--- src/rtl/branch_predictor_if.sv ---
// Bundle of the fetch-side lookup channel, the execute-side training channel and the
// statistics outputs of the bimodal/gshare branch predictor.
//   master : fetch/execute/perf side (drives requests and updates, observes results)
//   slave  : the predictor itself
// Signals
//   pred_valid/pred_pc                 lookup request from fetch
//   pred_resp_valid/pred_taken/pred_hist  lookup result, one cycle later
//   upd_valid/upd_pc/upd_hist/upd_taken/upd_pred  resolved branch from execute
//   mispredict                          one-cycle pulse after a mispredicted update
//   stats_clr/br_count/mispred_count    saturating performance counters
interface branch_predictor_if #(
  parameter int unsigned INDEX_BITS = 6,
  parameter int unsigned CNT_W      = 32
);
  logic                  pred_valid;
  logic [31:0]           pred_pc;
  logic                  pred_resp_valid;
  logic                  pred_taken;
  logic [INDEX_BITS-1:0] pred_hist;

  logic                  upd_valid;
  logic [31:0]           upd_pc;
  logic [INDEX_BITS-1:0] upd_hist;
  logic                  upd_taken;
  logic                  upd_pred;
  logic                  mispredict;

  logic                  stats_clr;
  logic [CNT_W-1:0]      br_count;
  logic [CNT_W-1:0]      mispred_count;

  modport master (
    output pred_valid, pred_pc,
    input  pred_resp_valid, pred_taken, pred_hist,
    output upd_valid, upd_pc, upd_hist, upd_taken, upd_pred,
    input  mispredict,
    output stats_clr,
    input  br_count, mispred_count
  );

  modport slave (
    input  pred_valid, pred_pc,
    output pred_resp_valid, pred_taken, pred_hist,
    input  upd_valid, upd_pc, upd_hist, upd_taken, upd_pred,
    output mispredict,
    input  stats_clr,
    output br_count, mispred_count
  );
endinterface

--- src/rtl/branch_predictor.sv ---
// Branch direction predictor built from a table of 2-bit saturating counters.
// Fetch looks up a PC and gets a registered taken/not-taken guess one cycle later;
// execute feeds back resolved outcomes which train the indexed counter. Mispredicts
// are flagged with a one-cycle pulse and counted in saturating statistics counters.
//
// Optional feature: define BP_GSHARE_EN to keep a global history register and index
// the table with base(pc) XOR history (gshare). Without it the table is indexed by
// pc[INDEX_BITS+1:2] only and pred_hist is tied to 0.
//
// Ports
//   clk  : rising-edge clock
//   rst  : asynchronous active-low reset
//   bus  : branch_predictor_if.slave (lookup, update and statistics signals)
module branch_predictor #(
  parameter int unsigned INDEX_BITS = 6,
  parameter int unsigned CNT_W      = 32
) (
  input logic               clk,
  input logic               rst,
  branch_predictor_if.slave bus
);

  localparam int unsigned Entries = 1 << INDEX_BITS;
  localparam logic [1:0]  CntWeakNt = 2'b01;

  typedef logic [INDEX_BITS-1:0] idx_t;

  // ---------------------------------------------------------------------------
  // Index generation
  // ---------------------------------------------------------------------------
  idx_t pred_base;
  idx_t upd_base;
  idx_t pred_idx;
  idx_t upd_idx;
  idx_t hist_cur;

  assign pred_base = bus.pred_pc[INDEX_BITS+1:2];
  assign upd_base  = bus.upd_pc[INDEX_BITS+1:2];

`ifdef BP_GSHARE_EN
  idx_t ghr_q;
  idx_t ghr_d;

  // History shifts in every resolved outcome; a lookup in the same cycle sees ghr_q,
  // i.e. the pre-shift value.
  always_comb begin
    ghr_d = ghr_q;
    if (bus.upd_valid) begin
      ghr_d = {ghr_q[INDEX_BITS-2:0], bus.upd_taken};
    end
  end

  always_ff @(posedge clk or negedge rst) begin
    if (!rst) begin
      ghr_q <= '0;
    end else begin
      ghr_q <= ghr_d;
    end
  end

  assign hist_cur = ghr_q;
  assign pred_idx = pred_base ^ ghr_q;
  // Update uses the history captured at prediction time, not the current one.
  assign upd_idx  = upd_base ^ bus.upd_hist;
`else
  logic unused_upd_hist;

  assign hist_cur        = '0;
  assign pred_idx        = pred_base;
  assign upd_idx         = upd_base;
  assign unused_upd_hist = ^bus.upd_hist;
`endif

  // PC bits outside the index field never influence the prediction.
  logic unused_pc_bits;
  assign unused_pc_bits = ^{bus.pred_pc[31:INDEX_BITS+2], bus.pred_pc[1:0],
                            bus.upd_pc[31:INDEX_BITS+2], bus.upd_pc[1:0]};

  // ---------------------------------------------------------------------------
  // Counter table
  // ---------------------------------------------------------------------------
  logic [1:0] table_q [Entries];
  logic [1:0] upd_cnt;
  logic [1:0] upd_cnt_d;

  assign upd_cnt = table_q[upd_idx];

  always_comb begin
    upd_cnt_d = upd_cnt;
    if (bus.upd_taken) begin
      if (upd_cnt != 2'b11) begin
        upd_cnt_d = upd_cnt + 2'd1;
      end
    end else begin
      if (upd_cnt != 2'b00) begin
        upd_cnt_d = upd_cnt - 2'd1;
      end
    end
  end

  always_ff @(posedge clk or negedge rst) begin
    if (!rst) begin
      for (int unsigned i = 0; i < Entries; i++) begin
        table_q[i] <= CntWeakNt;
      end
    end else if (bus.upd_valid) begin
      table_q[upd_idx] <= upd_cnt_d;
    end
  end

  // ---------------------------------------------------------------------------
  // Lookup response (registered). Reading table_q here while the same edge writes
  // it gives read-before-write for a same-index collision.
  // ---------------------------------------------------------------------------
  logic pred_resp_valid_q;
  logic pred_taken_q;
  idx_t pred_hist_q;

  always_ff @(posedge clk or negedge rst) begin
    if (!rst) begin
      pred_resp_valid_q <= 1'b0;
      pred_taken_q      <= 1'b0;
      pred_hist_q       <= '0;
    end else begin
      pred_resp_valid_q <= bus.pred_valid;
      if (bus.pred_valid) begin
        pred_taken_q <= table_q[pred_idx][1];
        pred_hist_q  <= hist_cur;
      end
    end
  end

  assign bus.pred_resp_valid = pred_resp_valid_q;
  assign bus.pred_taken      = pred_taken_q;
  assign bus.pred_hist       = pred_hist_q;

  // ---------------------------------------------------------------------------
  // Mispredict pulse and statistics
  // ---------------------------------------------------------------------------
  logic             misp_now;
  logic             mispredict_q;
  logic [CNT_W-1:0] br_count_q;
  logic [CNT_W-1:0] br_count_d;
  logic [CNT_W-1:0] mispred_count_q;
  logic [CNT_W-1:0] mispred_count_d;

  assign misp_now = bus.upd_valid && (bus.upd_taken != bus.upd_pred);

  // Clear has priority over counting; the branch coincident with a clear is dropped.
  always_comb begin
    br_count_d      = br_count_q;
    mispred_count_d = mispred_count_q;
    if (bus.stats_clr) begin
      br_count_d      = '0;
      mispred_count_d = '0;
    end else if (bus.upd_valid) begin
      if (br_count_q != '1) begin
        br_count_d = br_count_q + CNT_W'(1);
      end
      if (misp_now && (mispred_count_q != '1)) begin
        mispred_count_d = mispred_count_q + CNT_W'(1);
      end
    end
  end

  always_ff @(posedge clk or negedge rst) begin
    if (!rst) begin
      mispredict_q    <= 1'b0;
      br_count_q      <= '0;
      mispred_count_q <= '0;
    end else begin
      mispredict_q    <= misp_now;
      br_count_q      <= br_count_d;
      mispred_count_q <= mispred_count_d;
    end
  end

  assign bus.mispredict    = mispredict_q;
  assign bus.br_count      = br_count_q;
  assign bus.mispred_count = mispred_count_q;

endmodule

--- src/flat_wrapper.sv ---
// flat-port wrapper written by rule: the top's interface ports become plain ports
module branch_predictor_flat 
#(
  parameter int unsigned INDEX_BITS = 6,
  parameter int unsigned CNT_W      = 32
)
  (clk, rst, bus_pred_valid, bus_pred_pc, bus_pred_resp_valid, bus_pred_taken, bus_pred_hist, bus_upd_valid, bus_upd_pc, bus_upd_hist, bus_upd_taken, bus_upd_pred, bus_mispredict, bus_stats_clr, bus_br_count, bus_mispred_count);
  branch_predictor_if #(.INDEX_BITS(INDEX_BITS), .CNT_W(CNT_W)) bus_i ();
  input logic clk;
  input logic rst;
  input wire logic [$bits(bus_i.pred_valid)-1:0] bus_pred_valid;
  input wire logic [$bits(bus_i.pred_pc)-1:0] bus_pred_pc;
  output wire logic [$bits(bus_i.pred_resp_valid)-1:0] bus_pred_resp_valid;
  output wire logic [$bits(bus_i.pred_taken)-1:0] bus_pred_taken;
  output wire logic [$bits(bus_i.pred_hist)-1:0] bus_pred_hist;
  input wire logic [$bits(bus_i.upd_valid)-1:0] bus_upd_valid;
  input wire logic [$bits(bus_i.upd_pc)-1:0] bus_upd_pc;
  input wire logic [$bits(bus_i.upd_hist)-1:0] bus_upd_hist;
  input wire logic [$bits(bus_i.upd_taken)-1:0] bus_upd_taken;
  input wire logic [$bits(bus_i.upd_pred)-1:0] bus_upd_pred;
  output wire logic [$bits(bus_i.mispredict)-1:0] bus_mispredict;
  input wire logic [$bits(bus_i.stats_clr)-1:0] bus_stats_clr;
  output wire logic [$bits(bus_i.br_count)-1:0] bus_br_count;
  output wire logic [$bits(bus_i.mispred_count)-1:0] bus_mispred_count;
  assign bus_i.pred_valid = bus_pred_valid;
  assign bus_i.pred_pc = bus_pred_pc;
  assign bus_pred_resp_valid = bus_i.pred_resp_valid;
  assign bus_pred_taken = bus_i.pred_taken;
  assign bus_pred_hist = bus_i.pred_hist;
  assign bus_i.upd_valid = bus_upd_valid;
  assign bus_i.upd_pc = bus_upd_pc;
  assign bus_i.upd_hist = bus_upd_hist;
  assign bus_i.upd_taken = bus_upd_taken;
  assign bus_i.upd_pred = bus_upd_pred;
  assign bus_mispredict = bus_i.mispredict;
  assign bus_i.stats_clr = bus_stats_clr;
  assign bus_br_count = bus_i.br_count;
  assign bus_mispred_count = bus_i.mispred_count;
  branch_predictor #(.INDEX_BITS(INDEX_BITS), .CNT_W(CNT_W)) u_core (.clk(clk), .rst(rst), .bus(bus_i));
endmodule
--- config.mk ---
export PLATFORM = sky130hd
export DESIGN_NAME = branch_predictor_flat
export DESIGN_NICKNAME = d
export VERILOG_FILES = /design/src/rtl/branch_predictor_if.sv /design/src/rtl/branch_predictor.sv /design/src/flat_wrapper.sv
export SDC_FILE = /design/constraint.sdc
export NUM_CORES = 1
export LEC_CHECK = 0
export BUFFER_PORTS_ARGS = -buffer_cell sky130_fd_sc_hd__buf_2
export CORE_UTILIZATION = 35
export DETAILED_ROUTE_END_ITERATION = 6
export GPL_TIMING_DRIVEN = 0
export PLACE_DENSITY_LB_ADDON = 0.3
export RECOVER_POWER = 100
export SYNTH_ARGS = -nofsm -noshare
export SYNTH_HDL_FRONTEND = slang
export SYNTH_SLANG_ARGS = --single-unit
--- constraint.sdc ---
create_clock -name clk -period 5.13 [get_ports clk]
set_clock_uncertainty 0.05 [all_clocks]
set_input_delay 0.7695 -clock clk [delete_from_list [all_inputs] [get_ports clk]]
set_output_delay 0.7695 -clock clk [all_outputs]
set_load 0.02 [all_outputs]
Word level (Yosys, flattened, before mapping)
Index checks and enable logic that the tools add are counted.
{"block": "classes", "addsub": 4, "multipliers": 0, "div": 0, "n_lt_le_gt_ge": 3, "eq_ne": 4, "shift": 0, "muxes": 18, "bitwise": 2, "n_reduce_logical": 9}
{"op": "2-to-1 mux 32 bit", "count": 6}
{"op": "bitwise mux 128 bit", "count": 1}
{"op": "adder 32 x 1 -> 32 bit (second input constant)", "count": 2}
{"op": "inequality test 32 bit (second input constant)", "count": 2}
{"op": "binary-select mux 2 bit (select 6 bit)", "count": 2}
{"op": "2-to-1 mux 2 bit", "count": 8}
{"op": ">= comparator 7 bit (second input constant)", "count": 2}
{"op": "inverter 6 -> 7 bit", "count": 2}
{"op": "demux 2 bit (select 6 bit)", "count": 1}
{"op": "nonzero test 2 bit", "count": 4}
{"op": "less-than comparator 7 x 1 -> 1 bit (second input constant)", "count": 1}
{"op": "AND reduction 2 bit", "count": 2}
{"op": "logical AND 1 bit", "count": 3}
{"op": "adder 2 x 1 -> 2 bit (second input constant)", "count": 1}
{"op": "inequality test 2 bit (second input constant)", "count": 1}
{"op": "subtractor 2 x 1 -> 2 bit (second input constant)", "count": 1}
{"op": "inequality test 1 bit", "count": 1}
{"block": "totals", "reg_bits": 195, "latchBits": 0, "ramBits": 0, "rom_bits": 0, "out_inout_bits": 73, "word_cells": 109, "mem_count": 0}

Depth between registers and ports, before layout
Gate-level depths: netlist of the first run.
{"block": "depth", "ltp_word": 8, "mapped_depth": 12, "depth_no_buf": 7}

Least setup slack after synthesis of the first run
OpenSTA, ideal clock, no wires.
{"block": "synth_timing", "path_kind": "input to register", "startpoint": "input port bus_pred_pc[3]", "endpoint": "register u_core.pred_taken_q (netlist: u_core.bus.pred_taken)", "setup_time_ns": 0.125, "arrival_time_ns": 2.871, "t_required_ns": 4.955, "path_slack_ns": 2.084, "path_stages": 6, "path_cell_list": "clkbuf_1 -> clkbuf_1 -> mux4_2 -> mux4_2 -> mux4_2 -> mux2_2"}
{"block": "synth_between", "elab_chain_cells": 4}
{"element": "from (decl)", "line_no": "flat_wrapper.sv:12", "source": "input wire logic [$bits(bus_i.pred_pc)-1:0] bus_pred_pc;"}
{"element": "inverter 6 -> 7 bit (not written as such)", "line_no": "branch_predictor.sv:127", "source": "pred_taken_q <= table_q[pred_idx][1];"}
{"element": "binary-select mux 2 bit (select 6 bit)", "line_no": "branch_predictor.sv:127"}
{"element": "2-to-1 mux 2 bit (not written as such) (2 in series)", "line_no": "branch_predictor.sv:127"}
{"element": "to (signal assigned)", "line_no": "branch_predictor.sv:127"}
{"element": "to (decl)", "line_no": "branch_predictor.sv:116", "source": "logic pred_taken_q;"}
Every way passes these cells. The select of a mux whose other input is x is not followed.
A chain may end at the register's enable or synchronous reset.

Worst setup path after layout of the first run
{"block": "layout_timing", "startpoint": "input port bus_upd_pc[2]", "endpoint": "register u_core.table_q[86] in the netlist's numbering"}
{"block": "layout_between", "elab_chain_cells": 8, "word_cells_on_any_way": 17, "cone_classes": "2 x add/sub; 2 x order compare; 1 x eq/ne; 9 x mux; 1 x bitwise; 2 x reduce/logical"}
{"element": "from (decl)", "line_no": "flat_wrapper.sv:17", "source": "input wire logic [$bits(bus_i.upd_pc)-1:0] bus_upd_pc;"}
{"element": "inverter 6 -> 7 bit (not written as such) (*)", "line_no": "branch_predictor.sv:86, branch_predictor.sv:107"}
{"element": "binary-select mux 2 bit (select 6 bit)", "line_no": "branch_predictor.sv:86", "source": "assign upd_cnt = table_q[upd_idx];"}
{"element": "2-to-1 mux 2 bit (not written as such) (2 in series)", "line_no": "branch_predictor.sv:86"}
{"element": "subtractor 2 x 1 -> 2 bit, or another cell as far along", "line_no": "branch_predictor.sv:96", "source": "upd_cnt_d = upd_cnt - 2'd1;"}
{"element": "2-to-1 mux 2 bit (on tied branches)", "line_no": "branch_predictor.sv:95, branch_predictor.sv:91"}
{"element": "2-to-1 mux 2 bit", "line_no": "branch_predictor.sv:90", "source": "if (bus.upd_taken) begin"}
{"element": "bitwise mux 128 bit (*)", "line_no": "branch_predictor.sv:107", "source": "table_q[upd_idx] <= upd_cnt_d;"}
{"element": "to (signal, indexed assignment)", "line_no": "branch_predictor.sv:104", "source": "table_q[i] <= CntWeakNt;"}
{"element": "to (signal, indexed assignment)", "line_no": "branch_predictor.sv:107"}
{"element": "to (decl)", "line_no": "branch_predictor.sv:82", "source": "logic [1:0] table_q [Entries];"}
Every way passes the cells marked *; elsewhere a longest branch is shown, timed or not. The select of a mux whose other input is x is not followed.

==> results.md, run 1 <==
- Core Box Area: 28940 um^2
- Die X: around 170 um
- Final net count: between 1000 and 1500
- Worst slew margin: -0.6217
- Clock-pin transition on the worst setup and hold timing paths: 0.08 ns
- First-pass GRT wire length: around 48 mm
- Final std cells w/o fill: about 1500
- CTS Sinks: ~200
- Post-synth ARST share: 1.000
- Syn avg cell area: about 11 um^2
- Buffers on Ports: 77
- Fin crit share: 0.8205
- Largest buffer count on any clock path: 2
- Status: finished, violations left
- Slowest-stage cell, CP: clkbuf_1
- Seq pwr share: 0.495
- Internal power: ~2600 uW
- Vias in the first global route: slightly above 8000
- Most common cell on crit path: clkbuf_1
- CTS tree: yes
- H-tree depth: 4
- WP data required: ~5.5 ns
- CP endpoint kind: register
- Max-slew violation count: between 90 and 100
- Max cap viols: 1
- ANT nets after route: 0
- Pleak: 0.004792 uW
- Cell family with most CP delay: buffers and inverters
- Worst-Margin Slew: approximately 2.4 ns
- DIE HEIGHT: ~170 um
- DR iter-0 viols: 860
- Initial antenna violation count: 0
- Layout cell share with drive strength beyond 1: 0.2279
- Wire length per cell: between 20 and 25 um
- Starting Density: 0.3595
- Synth-to-layout area growth: 13.08%
- Core Rows: 62
- Final Setup Violations: 0
- # resized after CTS: 0
- HP Class: register to register
- Largest net degree at the start of global routing: 102
- Switching power: roughly 1100 uW
- Post-synthesis cell count: between 900 and 1000
- Crit start category: input port
- Critical path's largest stage delay: 0.59 ns
- CP Buf/Inv Count: 5
- Die area: a little over 30000 um^2
- GP Congestion: between 0.9 and 1
- Dpl hpwl: between 20 and 25 mm
- Drt drc: 0
- Violated checks: max-capacitance violations, max-slew violations
- Worst-Skew Late Latency: 0.45 ns
- Boundary Pins: 150
- Root Buffer: clkbuf_16
- Detailed Routing Iterations Pass 1: 5
- Setup ws final: ~0.92 ns
- Final hold vios: 0
- Post-synth top flop: dfrtp_1
- CTS Hold Bufs: 0
- Sequential share of the synthesized area: 0.4768
- Critical Path, Cell by Cell: buf_2 -> clkbuf_1 -> clkbuf_1 -> clkbuf_1 -> o32ai_1 -> nor3_1 -> o22ai_1 -> nor2_1 -> o211ai_2 -> clkbuf_1 -> a31oi_1
- Netlist Area Pre-Place: between 10000 and 15000 um^2
- Register bit count reported by yosys: ~200
- DR vias: between 8000 and 9000
- Unrepaired setup endpoints after global routing: false
- GRT Overall Usage: 0.2026
- Post-synth cell types: 72
- PD cells: around 310 nW/um^2
- CTS Buf Count: 17
- VDD IR-drop max: 0.0002347 V
- Place WS: approximately 1.4 ns
- Antenna Cells: 0
- Avg Vias per Cell: 5.693
- Min cycle time layout: between 4 and 5 ns
- Achievable frequency: ~240 MHz
- Post-CTS Setup Repair Bufs: 0
- Worst hold slack: 0.4501 ns
- Sw Share: 0.2938
- Power share of the clock group: 0.362
- Critical path class: input port to register
- Grt ovf: 0
- Critical path arrival: around 4.5 ns
- Placed Cells: ~1400
- Post-Route WL: 30.00 mm
- Post-synth EDFFs: 0
- Synth Warn #: 0
- Crit path max fanout: 10
- Setup_tns: 0 ns
- Comb pwr share: 0.143
flip-flops by register name (all words and copies together), names as in the netlist:
signal	count
u_core.bus.pred_taken	1
u_core.table_q	128
u_core.bus.br_count	32
u_core.bus.mispred_count	32
u_core.bus.mispredict	1
u_core.bus.pred_resp_valid	1
per-layer routing:
metal / vias up / GRT usage / part of all wire
li1: 3726 / - / -
met3: 77 / 0.04593 / 0.085
met5: - / 0 / 0
met4: 0 / 0.08443 / 0.034
met1: 4156 / 0.2843 / 0.45
met2: 421 / 0.2998 / 0.43
layout by cell type, fill, tap and decap left out, drive strengths merged, types with 5 or more instances in the layout:
master | synthesis | layout
a21oi | 9 | 9
a31oi | 73 | 73
and2 | 5 | 5
and3 | 16 | 16
and4 | 13 | 13
and4b | 5 | 5
buf | 49 | 44
clkbuf | 17 | 117
clkinv | 0 | 6
conb | 1 | 6
dfrtp | 131 | 131
dfstp | 64 | 64
inv | 13 | 21
mux2 | 70 | 70
mux2i | 27 | 27
mux4 | 29 | 29
nand2 | 41 | 41
nand3 | 26 | 26
nand4 | 18 | 18
nor2 | 204 | 204
nor2b | 5 | 5
nor3 | 12 | 12
nor3b | 5 | 5
o211ai | 5 | 5
o21ai | 10 | 10
o22ai | 11 | 11
or3 | 5 | 5
xnor2 | 19 | 19
xor2 | 37 | 37
final cells by class:
type	count	area, um^2
multi-input combinational	704	4982
fill	2861	17170
tap	384	480.5
inverter	13	48.80
timing repair buffer	78	327.8
buffer	66	375.4
clock buffer	17	425.4
sequential	195	4960
clock inverter	15	161.4
worst register-to-register path, cell delays in order (launching register included):
cell and delay, ns:
dfrtp_1 0.43, mux2i_1 0.16, o22ai_1 0.08, o41ai_1 0.50, o2111ai_1 0.34, o211ai_2 0.70
clkbuf_1 0.50, a31oi_1 0.18
cells in the mapped netlist, types with 3 or more instances:
cell type | number | area [um^2]
inv_1 | 12 | 45.04
buf_1 | 4 | 15.01
clkbuf_1 | 17 | 63.81
dfrtp_1 | 131 | 3278
o22ai_1 | 11 | 68.82
nor3_1 | 11 | 55.05
nor4bb_1 | 3 | 30.03
and4_1 | 13 | 113.9
and2_1 | 4 | 25.02
xor2_1 | 37 | 324.1
xnor2_1 | 19 | 166.4
dfstp_2 | 64 | 1682
o32ai_1 | 3 | 26.28
nor3b_1 | 5 | 37.54
or3b_2 | 3 | 26.28
nand2_1 | 41 | 153.9
nand3_1 | 26 | 130.1
nand4_1 | 18 | 112.6
o211ai_1 | 4 | 30.03
mux2_2 | 68 | 765.7
mux2i_1 | 27 | 270.3
or3_1 | 5 | 31.28
nor2_1 | 204 | 765.7
buf_6 | 16 | 180.2
a22oi_1 | 3 | 22.52
and4b_1 | 5 | 50.05
mux4_2 | 29 | 653.1
a31oi_1 | 72 | 450.4
nor2b_1 | 5 | 31.28
nand3b_1 | 3 | 22.52
o21ai_0 | 8 | 40.04
nand2b_1 | 3 | 18.77
buf_4 | 10 | 75.07
buf_2 | 19 | 95.09
and3_1 | 16 | 100.1
a21oi_1 | 9 | 45.04
worst paths after layout:
path                                      from                      endpoint  slack (ns)  depth (start not counted)
min reg2reg                u_core.table_q[120]           u_core.table_q[120]        0.45                          2
max reg2reg                 u_core.table_q[19]            u_core.table_q[86]        2.10                          7
max                              bus_upd_pc[2]            u_core.table_q[86]        0.92                         11
min in group asynchronous                  rst  u_core.bus.mispred_count[21]        0.98                          1
min                        u_core.table_q[120]           u_core.table_q[120]        0.45                          2
max in group asynchronous                  rst            u_core.table_q[77]        2.59                          1
power groups by stage:
| stage | logic [uW] | clock network [uW] | registers [uW] |
|---|---|---|---|
| after global placement | 525 | 0 | 1860 |
| after floorplan | 371 | 0 | 1830 |
| after CTS | 537 | 1380 | 1830 |
| after detailed placement | 537 | 0 | 1860 |
| after global routing | 579 | 1430 | 1850 |
| final | 528 | 1340 | 1830 |
stage by stage:
step,util,area (um^2),total power [uW]
2_1_floorplan,-,10420,2202
3_3_place_gp,0.3900,11290,2381
3_5_place_dp,0.3913,11320,2397
4_1_cts,0.4116,11910,3750
5_1_grt,0.4065,11760,3858
6_report,0.4065,11760,3702
kinds of logic (layout without fill, tap and decap cells):
logic type / Yosys count / in the layout / synth area share
adder cells (fa/ha/maj): 2 / 2 / 0.002405
AND/OR/NAND/NOR: 373 / 373 / 0.1696
XOR/XNOR: 56 / 56 / 0.04716
multiplexers: 126 / 126 / 0.1646
AO/OA/AOI/OAI: 141 / 141 / 0.09311
flip-flops: 195 / 195 / 0.4768
buffers and inverters: 79 / 189 / 0.04595
other: 1 / 6 / 0.0003605
Note: power is estimated with default switching activity, not from simulation.
==> run 2, diff against run 1 <==
- clock period: 5.13 -> 3.6 ns (I/O delays scaled with it)
==> run 2 against run 1 <==
Effect of this change: the run still ends with max-capacitance violations, max-slew violations left; register-to-register slack got worse by 1.6 ns; clock power up 43%; wire length about the same; critical path depth down 2; cell count unchanged; count of clock-buffer cells in the layout is the same; via count down 0.33%; non-clock buffer count is the same; global-route usage unchanged; critical endpoint is now u_core.table_q[36]; largest cell class unchanged.
==> results.md, run 2 (synthesized netlist as in run 1, its figures left out) <==
- Status: finished, violations left
- Violated checks: max-capacitance violations, max-slew violations
- CTS Hold Bufs: 0
- Hold Path Sink: u_core.bus.pred_resp_valid
- GRT Overall Usage: 0.2026
- Most frequent cells in the layout: 204 x nor2_1, 131 x dfrtp_1, 91 x clkbuf_1
- Largest net degree at the start of global routing: 102
- CTS Sinks: ~200
- Initial antenna violation count: 0
- Die area: between 30000 and 40000 um^2
- Switching power: 1554 uW
- # resized after CTS: 0
- Hold path depth: 1
- R2r endpoint: u_core.table_q[36]
- Critical path's largest stage delay: about 0.70 ns
- CTS Buf Count: 17
- Worst-Margin Slew: 2.425 ns
- Critical path class: input port to register
- Antenna Cells: 0
- Min cycle time layout: between 3 and 4 ns
- Seq pwr share: 0.494
- Post-Route WL: roughly 30 mm
- Drt drc: 0
- Die X: about 170 um
- Place WS: slightly above 0.05 ns
- R2R setup slack: roughly 0.52 ns
- Unrepaired setup endpoints after global routing: false
- Layout cell share with drive strength beyond 1: 0.2353
- Vias in the first global route: 8212
- Buffers on Ports: 77
- Final hold vios: 0
- Fin crit share: 0.9415
- CTS tree: yes
- First-pass GRT wire length: approximately 48 mm
- Comb pwr share: 0.145
- Placed Cells: around 1400
- Max FFs per register: roughly 130
- Pleak: 0.004827 uW
- Sw Share: 0.2937
- Core Box Area: 28940 um^2
- Critical Path, Cell by Cell: buf_4 -> buf_2 -> nand2_1 -> o22ai_1 -> o41ai_1 -> o2111ai_1 -> o211ai_2 -> clkbuf_1 -> a31oi_1
- Detailed Routing Iterations Pass 1: 6
- Wire length per cell: roughly 20 um
- Slowest-stage cell, CP: o211ai_2
- Post-CTS Setup Repair Bufs: 0
- HP Class: input port to register
- Root Buffer: clkbuf_16
- Avg Vias per Cell: between 5 and 6
- Max cap viols: 1
- H-tree depth: 4
- WP data required: slightly below 4 ns
- Achievable frequency: 295.0 MHz
- ANT nets after route: 0
- Crit start category: input port
- Worst-Skew Late Latency: between 0.4 and 0.5 ns
- DR vias: around 8400
- Power share of the clock group: 0.361
- Largest buffer count on any clock path: 2
- Clock-pin transition on the worst setup and hold timing paths: 0.08 ns
- Synth-to-layout area growth: 13.43%
- Critical path arrival: 3.69 ns
- Worst slew margin: -0.6165
- Commonest non-fill, non-tap cell in the layout: nor2_1
- Final Setup Violations: 0
- CP endpoint kind: register
- Boundary Pins: 150
- Core Rows: a little over 60
- PD cells: between 400 and 500 nW/um^2
- VDD IR-drop max: roughly 0.00034 V
- Final net count: roughly 1200
- Grt ovf: 0
- Dpl hpwl: approximately 21 mm
- Starting Density: 0.3595
- Top reg by flops: u_core.table_q
- Internal power: between 3000 and 4000 uW
- Max-slew violation count: between 90 and 100
- GP Congestion: ~0.92
- DR iter-0 viols: 820
- Hold_sp: bus_pred_valid
- Setup ws final: 0.2106 ns
- Worst flop-to-flop path startpoint: u_core.table_q[19]
- Crit path max fanout: 10
- Final std cells w/o fill: about 1500
- DIE HEIGHT: around 170 um
- FF-to-FF path depth: 7
==> run 2: cell types whose count changed in the layout (fill, tap and decap cells not counted), sizes merged <==
cell and change:
clkbuf -7, buf +7
==> run 2: worst max-delay path: cells and delay by family <==
kind            cells  cell delay (ns)
compound gates      5             1.87
buf+inv             3             0.93
simple gates        1             0.33
==> run 2: area by class of cell <==
type / instances / area, um^2
fillers: 2858 / 17140
multi-input cells: 704 / 4974
flip-flops and latches: 195 / 4960
well taps: 384 / 480.5
clock buffers: 17 / 425.4
plain buffers: 66 / 420.4
repair buffers: 78 / 327.8
clock inverters: 15 / 161.4
inverters: 13 / 48.80
==> run 2: worst max-delay path by stage <==
stage,from,end,slack (ns),cells past startpoint
6_report,bus_upd_pc[3],u_core.table_q[36],0.21,9
4_1_cts,bus_pred_pc[3],u_core.bus.pred_taken,0.52,6
5_1_grt,bus_upd_pc[3],u_core.table_q[38],0.20,9
3_5_place_dp,bus_pred_pc[3],u_core.bus.pred_taken,0.05,6
3_3_place_gp,rst,u_core.table_q[11],-1.40,1
2_1_floorplan,bus_pred_pc[3],u_core.bus.pred_taken,0.78,6
==> run 2: per-layer routing <==
layer  part of all wire  GRT usage
met1               0.44     0.2843
met5                  0          0
met3              0.089    0.04593
met4              0.034    0.08443
met2               0.44     0.2998
==> run 2: power groups by stage <==
stage	registers [uW]	clock network [uW]	logic, uW
finish	2610	1910	765
global placement	2640	0	749
CTS	2610	1960	766
detailed placement	2650	0	765
global route	2640	2030	837
floorplan	2610	0	528
==> run 2: per-stage QoR <==
| step | utilization | cell area (um^2) | hold WS [ns] | power [uW] | setup TNS, ns |
|---|---|---|---|---|---|
| final | 0.4077 | 11800 | 0.2175 | 5292 | 0 |
| after CTS | 0.4116 | 11910 | 0.07203 | 5343 | 0 |
| after detailed placement | 0.3913 | 11320 | 0.4398 | 3416 | 0 |
| after floorplan | - | 10420 | 0.1944 | 3138 | 0 |
| after global routing | 0.4077 | 11800 | 0.2124 | 5511 | 0 |
| after global placement | 0.3900 | 11290 | 0.4345 | 3393 | -191.83 |
==> run 3, diff against run 2 <==
--- a/config.mk
+++ b/config.mk
@@ -9,2 +9,3 @@
 export CORE_UTILIZATION = 35
+export CTS_BUF_LIST = sky130_fd_sc_hd__clkbuf_8
 export DETAILED_ROUTE_END_ITERATION = 6
==> constraint.sdc (replaced) <==
create_clock -name clk -period 3.6 [get_ports clk]
set_clock_uncertainty 0.05 [all_clocks]
set_input_delay 0.18 -clock clk [delete_from_list [all_inputs] [get_ports clk]]
set_output_delay 0.18 -clock clk [all_outputs]
set_load 0.02 [all_outputs]
==> run 3 against run 2 <==
Effect of this change: the run still ends with max-capacitance violations, max-slew violations left; fmax grew 7.2%; core utilization down 0.73 points; global-route usage decreased by 0.17 points; combinational power fell by 2%; sequential cell count stayed put; sequential power about the same; design area fell by 1.8%; sequential share of layout area up 0.77 points; via count shrank 1.3%; worst setup slack improved by 0.23 ns; largest cell class unchanged; largest power group unchanged; highest routed layer unchanged.
==> results.md, run 3 (synthesized netlist as in run 1, its figures left out) <==
- HP Class: input port to register
- Worst-Skew Late Latency: ~0.5 ns
- Crit path max fanout: 10
- H-tree depth: 4
- Core Rows: 62
- First-pass GRT wire length: 47.06 mm
- # resized after CTS: 0
- Detailed Routing Iterations Pass 1: 6
- Critical path class: register to register
- DIE HEIGHT: 174.4 um
- Clock-pin transition on the worst setup and hold timing paths: about 0.12 ns
- Max cap viols: 1
- Violated checks: max-capacitance violations, max-slew violations
- Antenna Cells: 0
- Final hold vios: 0
- Seq pwr share: 0.543
- Critical path's largest stage delay: around 0.73 ns
- Most frequent cells in the layout: 204 x nor2_1, 131 x dfrtp_1, 93 x clkbuf_1
- Crit start category: register
- Achievable frequency: between 300 and 400 MHz
- CP Buf/Inv Count: 2
- Final Cell Area: ~12000 um^2
- Root Buffer: clkbuf_8
- Critical Path, Cell by Cell: mux2i_1 -> o22ai_1 -> o41ai_1 -> o2111ai_1 -> o21ai_2 -> a21boi_0 -> clkbuf_1 -> buf_6 -> a31oi_1
- Largest net degree at the start of global routing: 102
- Post-Route WL: roughly 30 mm
- Worst-Margin Slew: roughly 2.4 ns
- Avg Vias per Cell: 5.594
- Boundary Pins: 150
- Crit path launch: u_core.table_q[19]
- DR iter-0 viols: 724
- WP data required: approximately 4.0 ns
- Worst slew margin: -0.6036
- DP Area: 11320 um^2
- Power share of the clock group: 0.302
- ANT nets after route: 0
- Internal power: 3317 uW
- Switching power: between 1500 and 2000 uW
- Final Setup Violations: 0
- Unrepaired setup endpoints after global routing: false
- CP endpoint kind: register
- Pleak: 0.004721 uW
- GRT Overall Usage: 0.2009
- GP Congestion: between 0.9 and 1
- Vias in the first global route: about 8100
- CTS Sinks: approximately 200
- Core Box Area: a little under 30000 um^2
- Die X: 174.4 um
- Dpl hpwl: ~21 mm
- Slowest-stage cell, CP: clkbuf_1
- Status: finished, violations left
- DR vias: about 8000
- Layout cell share with drive strength beyond 1: 0.2330
- PD cells: 415.9 nW/um^2
- Comb pwr share: 0.156
- Max-slew violation count: 95
- Commonest non-fill, non-tap cell in the layout: nor2_1
- Hold_sp: bus_stats_clr
- Setup_tns: 0 ns
- Fin crit share: 0.8784
- Worst flop-to-flop path startpoint: u_core.table_q[19]
- Min cycle time layout: 3.162 ns
- Die area: roughly 30000 um^2
- CTS Buf Count: 17
- Wire length per cell: approximately 20 um
- Finished Core Util: 0.4004
- FILL cells: 2875
- Drt drc: 0
- Final net count: between 1000 and 1500
- Cell family with most CP delay: compound AO/OA/AOI/OAI gates
- Grt ovf: 0
- Buffers on Ports: between 70 and 80
- VDD IR-drop max: roughly 0.00021 V
- Max FFs per register: between 100 and 150
- Critical path arrival: 3.52 ns
- Sw Share: 0.3117
- Top reg by flops: u_core.table_q
- CTS tree: yes
- Starting Density: 0.3595
- Initial antenna violation count: 0
- Largest buffer count on any clock path: 2
- Synth-to-layout area growth: 11.39%
## run 3: cell count changes in the layout (fill, tap and decap cells not counted)
cell	delta
clkbuf_16	-17
clkbuf_8	+17
buf_6	-6
buf_2	+5
clkbuf_1	+2
dlygate4sd3_1	+2
a21boi_0	+1
a21boi_1	-1
clkbuf_2	-1
## run 3: worst paths after layout
path	end	slack [ns]	depth (start not counted)
min in group asynchronous	u_core.bus.mispred_count[21]	0.85	2
min reg2reg	u_core.table_q[100]	0.45	2
max	u_core.table_q[62]	0.44	9
max reg2reg	u_core.table_q[62]	0.44	9
max in group asynchronous	u_core.table_q[77]	1.20	2
min	u_core.bus.br_count[12]	0.06	3
## run 3: what timing repair did
item,4_1_cts,5_1_grt
buffers inserted,0,0
hold buffers,2,0
hold endpoints to repair,63,0
## run 3: cell type report
class | count | area (um^2) | share of cell area
Sequential cell | 195 | 4960 | 0.4281
Buffer | 66 | 380.4 | 0.03283
Timing Repair Buffer | 80 | 347.8 | 0.03002
Clock inverter | 15 | 161.4 | 0.01393
Clock buffer | 17 | 234.0 | 0.02019
Inverter | 13 | 48.80 | 0.004212
Multi-Input combinational cell | 704 | 4974 | 0.4293
Tap cell | 384 | 480.5 | 0.04147
## run 3: routing by layer
layer,track usage,part of all wire,vias to the layer above
met1,0.2799,0.44,4063
met2,0.2938,0.43,399
met5,0,0,-
li1,-,-,3715
met4,0.08370,0.033,0
met3,0.05315,0.090,69
## run 3: worst min-delay path, cell delays in order
cell	delay, ns
buf_2	0.14
nor2_1	0.10
mux2_2	0.14
## run 3: through the flow
stage	hold WS [ns]	cells	worst slack, ns	total power, uW
6_report	0.05620	1474	0.4378	4819
2_1_floorplan	-0.1656	978	1.143	3138
3_5_place_dp	0.2032	1440	0.4105	3416
5_1_grt	0.07642	1474	0.3548	5026
3_3_place_gp	0.2799	1439	-1.042	3393
4_1_cts	0.03767	1474	0.7866	4869
## run 3: power by group through the flow
stage,Combinational [uW],Clock [uW],Sequential (uW)
after floorplan,528,0,2610
after global placement,749,0,2640
after detailed placement,765,0,2650
after CTS,767,1490,2610
after global routing,823,1560,2640
final,751,1450,2610
